--- src/rtl/ps2_keycount.sv ---
// PS/2 keyboard receiver and make-code counter, clk25 domain.
// Raw PS/2 lines are synchronized, the clock is glitch-filtered, and frames
// are decoded on filtered falling edges. Good bytes update scancode and the
// key-press count; bad frames only pulse frame_err.
// Optional build macro PS2_TIMEOUT_EN: adds an inter-edge timeout that aborts
// a stalled frame with a frame_err pulse.
//
// state  | meaning
// IDLE   | waiting for a start bit (fall with data low)
// DATA   | shifting in 8 data bits, LSB first
// PARITY | capturing the odd-parity bit
// STOP   | checking stop bit and parity, then reporting the byte
module ps2_keycount #(
  parameter int FILT_LEN = 4,
  parameter int TIMEOUT  = 25000
) (
  input  logic       clk25,
  input  logic       rst,
  input  logic       ps2_clk,
  input  logic       ps2_data,
  output logic [7:0] scancode,
  output logic       code_valid,
  output logic       frame_err,
  output logic [7:0] kcount
);

  localparam int FW = (FILT_LEN > 1) ? $clog2(FILT_LEN + 1) : 1;

  typedef enum logic [1:0] {IDLE, DATA, PARITY, STOP} state_t;

  logic          clk_s1, clk_s2, dat_s1, dat_s2;
  logic          filt, fall;
  logic [FW-1:0] fcnt;
  state_t        state_q, state_d;
  logic [2:0]    bidx_q, bidx_d;
  logic [7:0]    shift_q, shift_d;
  logic          par_q, par_d;
  logic          good, bad;
  logic          brk_q;

  // Two-stage synchronizers; lines idle high.
  always_ff @(posedge clk25 or negedge rst) begin
    if (!rst) begin
      clk_s1 <= 1'b1;
      clk_s2 <= 1'b1;
      dat_s1 <= 1'b1;
      dat_s2 <= 1'b1;
    end else begin
      clk_s1 <= ps2_clk;
      clk_s2 <= clk_s1;
      dat_s1 <= ps2_data;
      dat_s2 <= dat_s1;
    end
  end

  // Glitch filter: level flips after FILT_LEN consecutive differing samples.
  always_ff @(posedge clk25 or negedge rst) begin
    if (!rst) begin
      filt <= 1'b1;
      fcnt <= '0;
      fall <= 1'b0;
    end else begin
      fall <= 1'b0;
      if (clk_s2 != filt) begin
        if (fcnt == FW'(FILT_LEN - 1)) begin
          filt <= clk_s2;
          fcnt <= '0;
          fall <= ~clk_s2;
        end else begin
          fcnt <= fcnt + 1'b1;
        end
      end else begin
        fcnt <= '0;
      end
    end
  end

`ifdef PS2_TIMEOUT_EN
  localparam int TW = $clog2(TIMEOUT + 1);
  logic [TW-1:0] tcnt;

  // Inter-edge timer: cleared on every fall and while idle.
  always_ff @(posedge clk25 or negedge rst) begin
    if (!rst)
      tcnt <= '0;
    else if (state_q == IDLE || fall)
      tcnt <= '0;
    else
      tcnt <= tcnt + 1'b1;
  end
`endif

  // Frame state and shift registers.
  always_ff @(posedge clk25 or negedge rst) begin
    if (!rst) begin
      state_q <= IDLE;
      bidx_q  <= '0;
      shift_q <= '0;
      par_q   <= 1'b0;
    end else begin
      state_q <= state_d;
      bidx_q  <= bidx_d;
      shift_q <= shift_d;
      par_q   <= par_d;
    end
  end

  // Next-state decode and good/bad frame classification.
  always_comb begin
    state_d = state_q;
    bidx_d  = bidx_q;
    shift_d = shift_q;
    par_d   = par_q;
    good    = 1'b0;
    bad     = 1'b0;
    case (state_q)
      IDLE: if (fall && !dat_s2) begin
        state_d = DATA;
        bidx_d  = '0;
      end
      DATA: if (fall) begin
        shift_d = {dat_s2, shift_q[7:1]};
        bidx_d  = bidx_q + 1'b1;
        if (bidx_q == 3'd7) state_d = PARITY;
      end
      PARITY: if (fall) begin
        par_d   = dat_s2;
        state_d = STOP;
      end
      STOP: if (fall) begin
        state_d = IDLE;
        if (dat_s2 && (^{shift_q, par_q})) good = 1'b1;
        else                               bad  = 1'b1;
      end
      default: state_d = IDLE;
    endcase
`ifdef PS2_TIMEOUT_EN
    if (state_q != IDLE && !fall && tcnt == TW'(TIMEOUT - 1)) begin
      state_d = IDLE;
      bad     = 1'b1;
    end
`endif
  end

  // Outputs and make-code counting with break-prefix tracking.
  always_ff @(posedge clk25 or negedge rst) begin
    if (!rst) begin
      scancode   <= 8'h00;
      code_valid <= 1'b0;
      frame_err  <= 1'b0;
      kcount     <= 8'h00;
      brk_q      <= 1'b0;
    end else begin
      code_valid <= good;
      frame_err  <= bad;
      if (good) begin
        scancode <= shift_q;
        if (shift_q == 8'hE0) begin
          brk_q <= brk_q;
        end else if (shift_q == 8'hF0) begin
          brk_q <= 1'b1;
        end else if (brk_q) begin
          brk_q <= 1'b0;
        end else begin
          kcount <= kcount + 8'd1;
        end
      end
    end
  end

endmodule
--- config.mk ---
export PLATFORM = sky130hd
export DESIGN_NAME = ps2_keycount
export DESIGN_NICKNAME = d
export VERILOG_FILES = /design/src/rtl/ps2_keycount.sv
export SDC_FILE = /design/constraint.sdc
export NUM_CORES = 1
export LEC_CHECK = 0
export CORE_MARGIN = 3
export CORE_UTILIZATION = 45
export DETAILED_ROUTE_END_ITERATION = 8
export PLACE_DENSITY = 0.67
export SETUP_SLACK_MARGIN = 0.5
export SLEW_MARGIN = 10
export SYNTH_ARGS = -nofsm -noshare
export SYNTH_HDL_FRONTEND = slang
export SYNTH_SLANG_ARGS = --single-unit
--- constraint.sdc ---
create_clock -name clk25 -period 4.1 [get_ports clk25]
set_input_delay 0.41 -clock clk25 [delete_from_list [all_inputs] [get_ports clk25]]
set_output_delay 0.41 -clock clk25 [all_outputs]
set_load 0.005 [all_outputs]
==> impl_results.md <==
* Sequential area share after synthesis at 0.579
* Reg2reg setup slack at 1.96 ns
* Leakage power total at 1.06 nW
* R2r worst-path depth at 5
* Number of violations of the max-capacitance limit at 0
* CTS tree: done
* Synthesized cell area at 1830 um2
* Post-CTS Hold Fix Bufs at 0
* Hold Fails Final Rpt at 0
* Number of H-tree levels at 2
* Critical Path End Type: flop
* Via Count at 1088
* Category of the worst setup path launch point: flop
* Largest delay contributor family on the critical path: XOR/XNOR gates
* Count of nets after finishing at 172
* Post-synthesis cell type with the largest combined area: dfrtp_1
* Routed WL at 2.83 mm
* Final count of negative-setup-slack endpoints at 0
* Deepest clock path buffer count at 2
* Transition at the pin with the smallest max-transition slack at 0.889 ns
* Top post-synthesis cells by area: dfrtp_1, mux2_2, dfstp_2, ha_1, xnor2_1
* Worst Path Max Fanout at 10
* Share of final-layout standard cells stronger than drive strength 1 at 0.224
* Final setup margin at 1.96 ns
* Sink Count at 42
* Die Ht at 69.7 um
* Cell at the slowest stage of the critical path: xnor3_1
* Final worst path period share at 0.523
* Die area at 4860 um2
* Post-synthesis cell count at 133
* Count of unresolved DRC violations after routing at 0
* Post-DRT Antenna Nets at 0
* Total overflow reported by the global router at 0
* Mapped Avg Cell Area at 13.7 um2
* Clock root buffer master: clkbuf_8
* #FFs+latches synth at 42
* Endpoint of the most critical register-to-register path: kcount[1]
* Detail-routed net length per standard cell at 13.5 um
* Synthesized netlist net count at 145
* Clock transition at the registers of the reported paths at 0.07 ns
* Pin count of the biggest net entering global routing at 43
* Die Width at 69.7 um
* Power Density at 449 nW/um2
* Worst slew margin relative to its limit at 0.407
* Unrepaired setup endpoints after global routing: false
* Total negative setup slack at 0 ns
* Final clock skew at 0.00502 ns
* Initial antenna violation count at 0
* Run status: finished clean
* Clock latency reported for the late side of the worst-skew pair at 0.28 ns
* Count of synthesis-stage warnings from yosys at 0
* Setup slack after placement at 1.97 ns
* Detailed-placement wirelength estimate at 2.07 mm
* Floorplan core area at 3770 um2
* Via density per instance at 5.21
* Distinct cell type count of the synthesized netlist at 32
* Count of pins on the block boundary at 22
* Most frequent cells in the layout: dfrtp_1, clkdlybuf4s50_1, mux2_2
* Fmax at 467 MHz
* Number of cells upsized or downsized after cts at 0
* Min-delay worst type: in2async
* Share of the synthesized area in the top cell type at 0.507
* Critical path start-end classification: reg2reg
* Number of buffers created by CTS at 5
* Pins over their slew limit at 0
* Count of buffers added by post-CTS timing repair for setup at 0
* Cell breakdown of the critical path: xor2_1 > xnor3_1 > xnor2_4 > and3_1 > mux2_1
* Most common library cell in the layout ignoring fill and taps: dfrtp_1
* Data required time at the worst endpoint at 4.27 ns
* Reg2Reg Launch Point: shift_q[1]
* Number of design-rule violations left by the first detailed-router iteration at 58
* Number of I/O port buffers at 21
* GRT Resource Usage Total at 0.135
* Crit path DAT at 2.31 ns
* First-pass GRT wire length at 5.26 mm
* Initial core utilization at 0.484
* Ant diodes at 0
* Number of rows in the core area at 22
* Number of global-route vias before repair at 1207
* Worst Path Buf+Inv at 0
* Routability congestion estimate from global placement at 0.708
* Length of the first detailed-routing pass in iterations at 4
* Worst supply voltage drop on vdd at 0.000268 V
* Growth of design area from synthesis to finish at 20.4%
* Delay of the slowest cell on the worst path at 0.49 ns
* Crit path time final at 2.14 ns
[state kept, by name (all words and copies together) (netlist names)]
register and count:
bidx_q 3, brk_q 1, clk_s1 1, clk_s2 1
code_valid 1, dat_s1 1, dat_s2 1, fall 1
fcnt 3, filt 1, frame_err 1, kcount 8
par_q 1, scancode 8, shift_q 8, state_q 2
[cell type report]
cell class	count	area, um2
Sequential cell	42	1060
Inverter	3	11.3
Tap cell	48	60.1
Timing Repair Buffer	21	205
Multi-Input combinational cell	87	753
Clock buffer	8	110
Fill cell	314	1570
[how the worst max path moves through the flow]
stage | slack [ns] | startpoint | cells past startpoint | endpoint
after floorplan | 2.10 | shift_q[1] | 5 | kcount[1]
after global placement | 2.02 | shift_q[1] | 5 | kcount[1]
after detailed placement | 1.97 | shift_q[1] | 5 | kcount[1]
after CTS | 1.94 | shift_q[1] | 5 | kcount[1]
after global routing | 1.89 | shift_q[1] | 5 | kcount[1]
final | 1.96 | shift_q[1] | 5 | kcount[1]
[power breakdown]
group / internal (mW) / leakage [nW] / switching, mW
sequential: 0.456 / 0.562 / 0.0300
combinational: 0.0968 / 0.439 / 0.105
clock: 0.170 / 0.0575 / 0.128
total: 0.723 / 1.06 / 0.262
[metrics by stage]
stage | utilization | hold slack [ns] | area, um2 | std cells | power [mW]
3_3_place_gp | 0.553 | 0.346 | 2090 | 201 | 0.684
3_5_place_dp | 0.553 | 0.347 | 2090 | 201 | 0.698
5_1_grt | 0.583 | 0.317 | 2200 | 209 | 1.05
6_report | 0.583 | 0.246 | 2200 | 209 | 0.985
4_1_cts | 0.583 | 0.285 | 2200 | 209 | 1.00
2_1_floorplan | - | 0.114 | 1830 | 133 | 0.651
[layer usage]
layer  track usage  share of wire
met1         0.153           0.44
met3        0.0348          0.043
met5             0              0
met2         0.237           0.50
met4        0.0638          0.016
[cell families after synthesis]
| group | share of synthesized area |
|---|---|
| AOI/OAI and AO/OA | 0.0432 |
| xor gates and xnor gates | 0.0898 |
| adders and majority gates | 0.0548 |
| buffers and inverters | 0.00822 |
| DFF | 0.579 |
| muxes | 0.123 |
| and+or+nand+nor | 0.101 |
[Yosys cell counts (all sizes together)]
library cell	number
dfrtp	37
mux2	20
xnor2	12
nand2	9
ha	8
dfstp	5
nand3	4
and3	3
inv	3
nand4	3
nor2	3
o21ai	3
a21oi	2
a32o	2
nand4b	2
nor2b	2
nor3	2
xor2	2
a21boi	1
a31o	1
and2	1
and3b	1
clkbuf	1
nand2b	1
nor3b	1
nor4	1
o21a	1
o32a	1
xnor3	1
(Power assumes the default switching activity.)
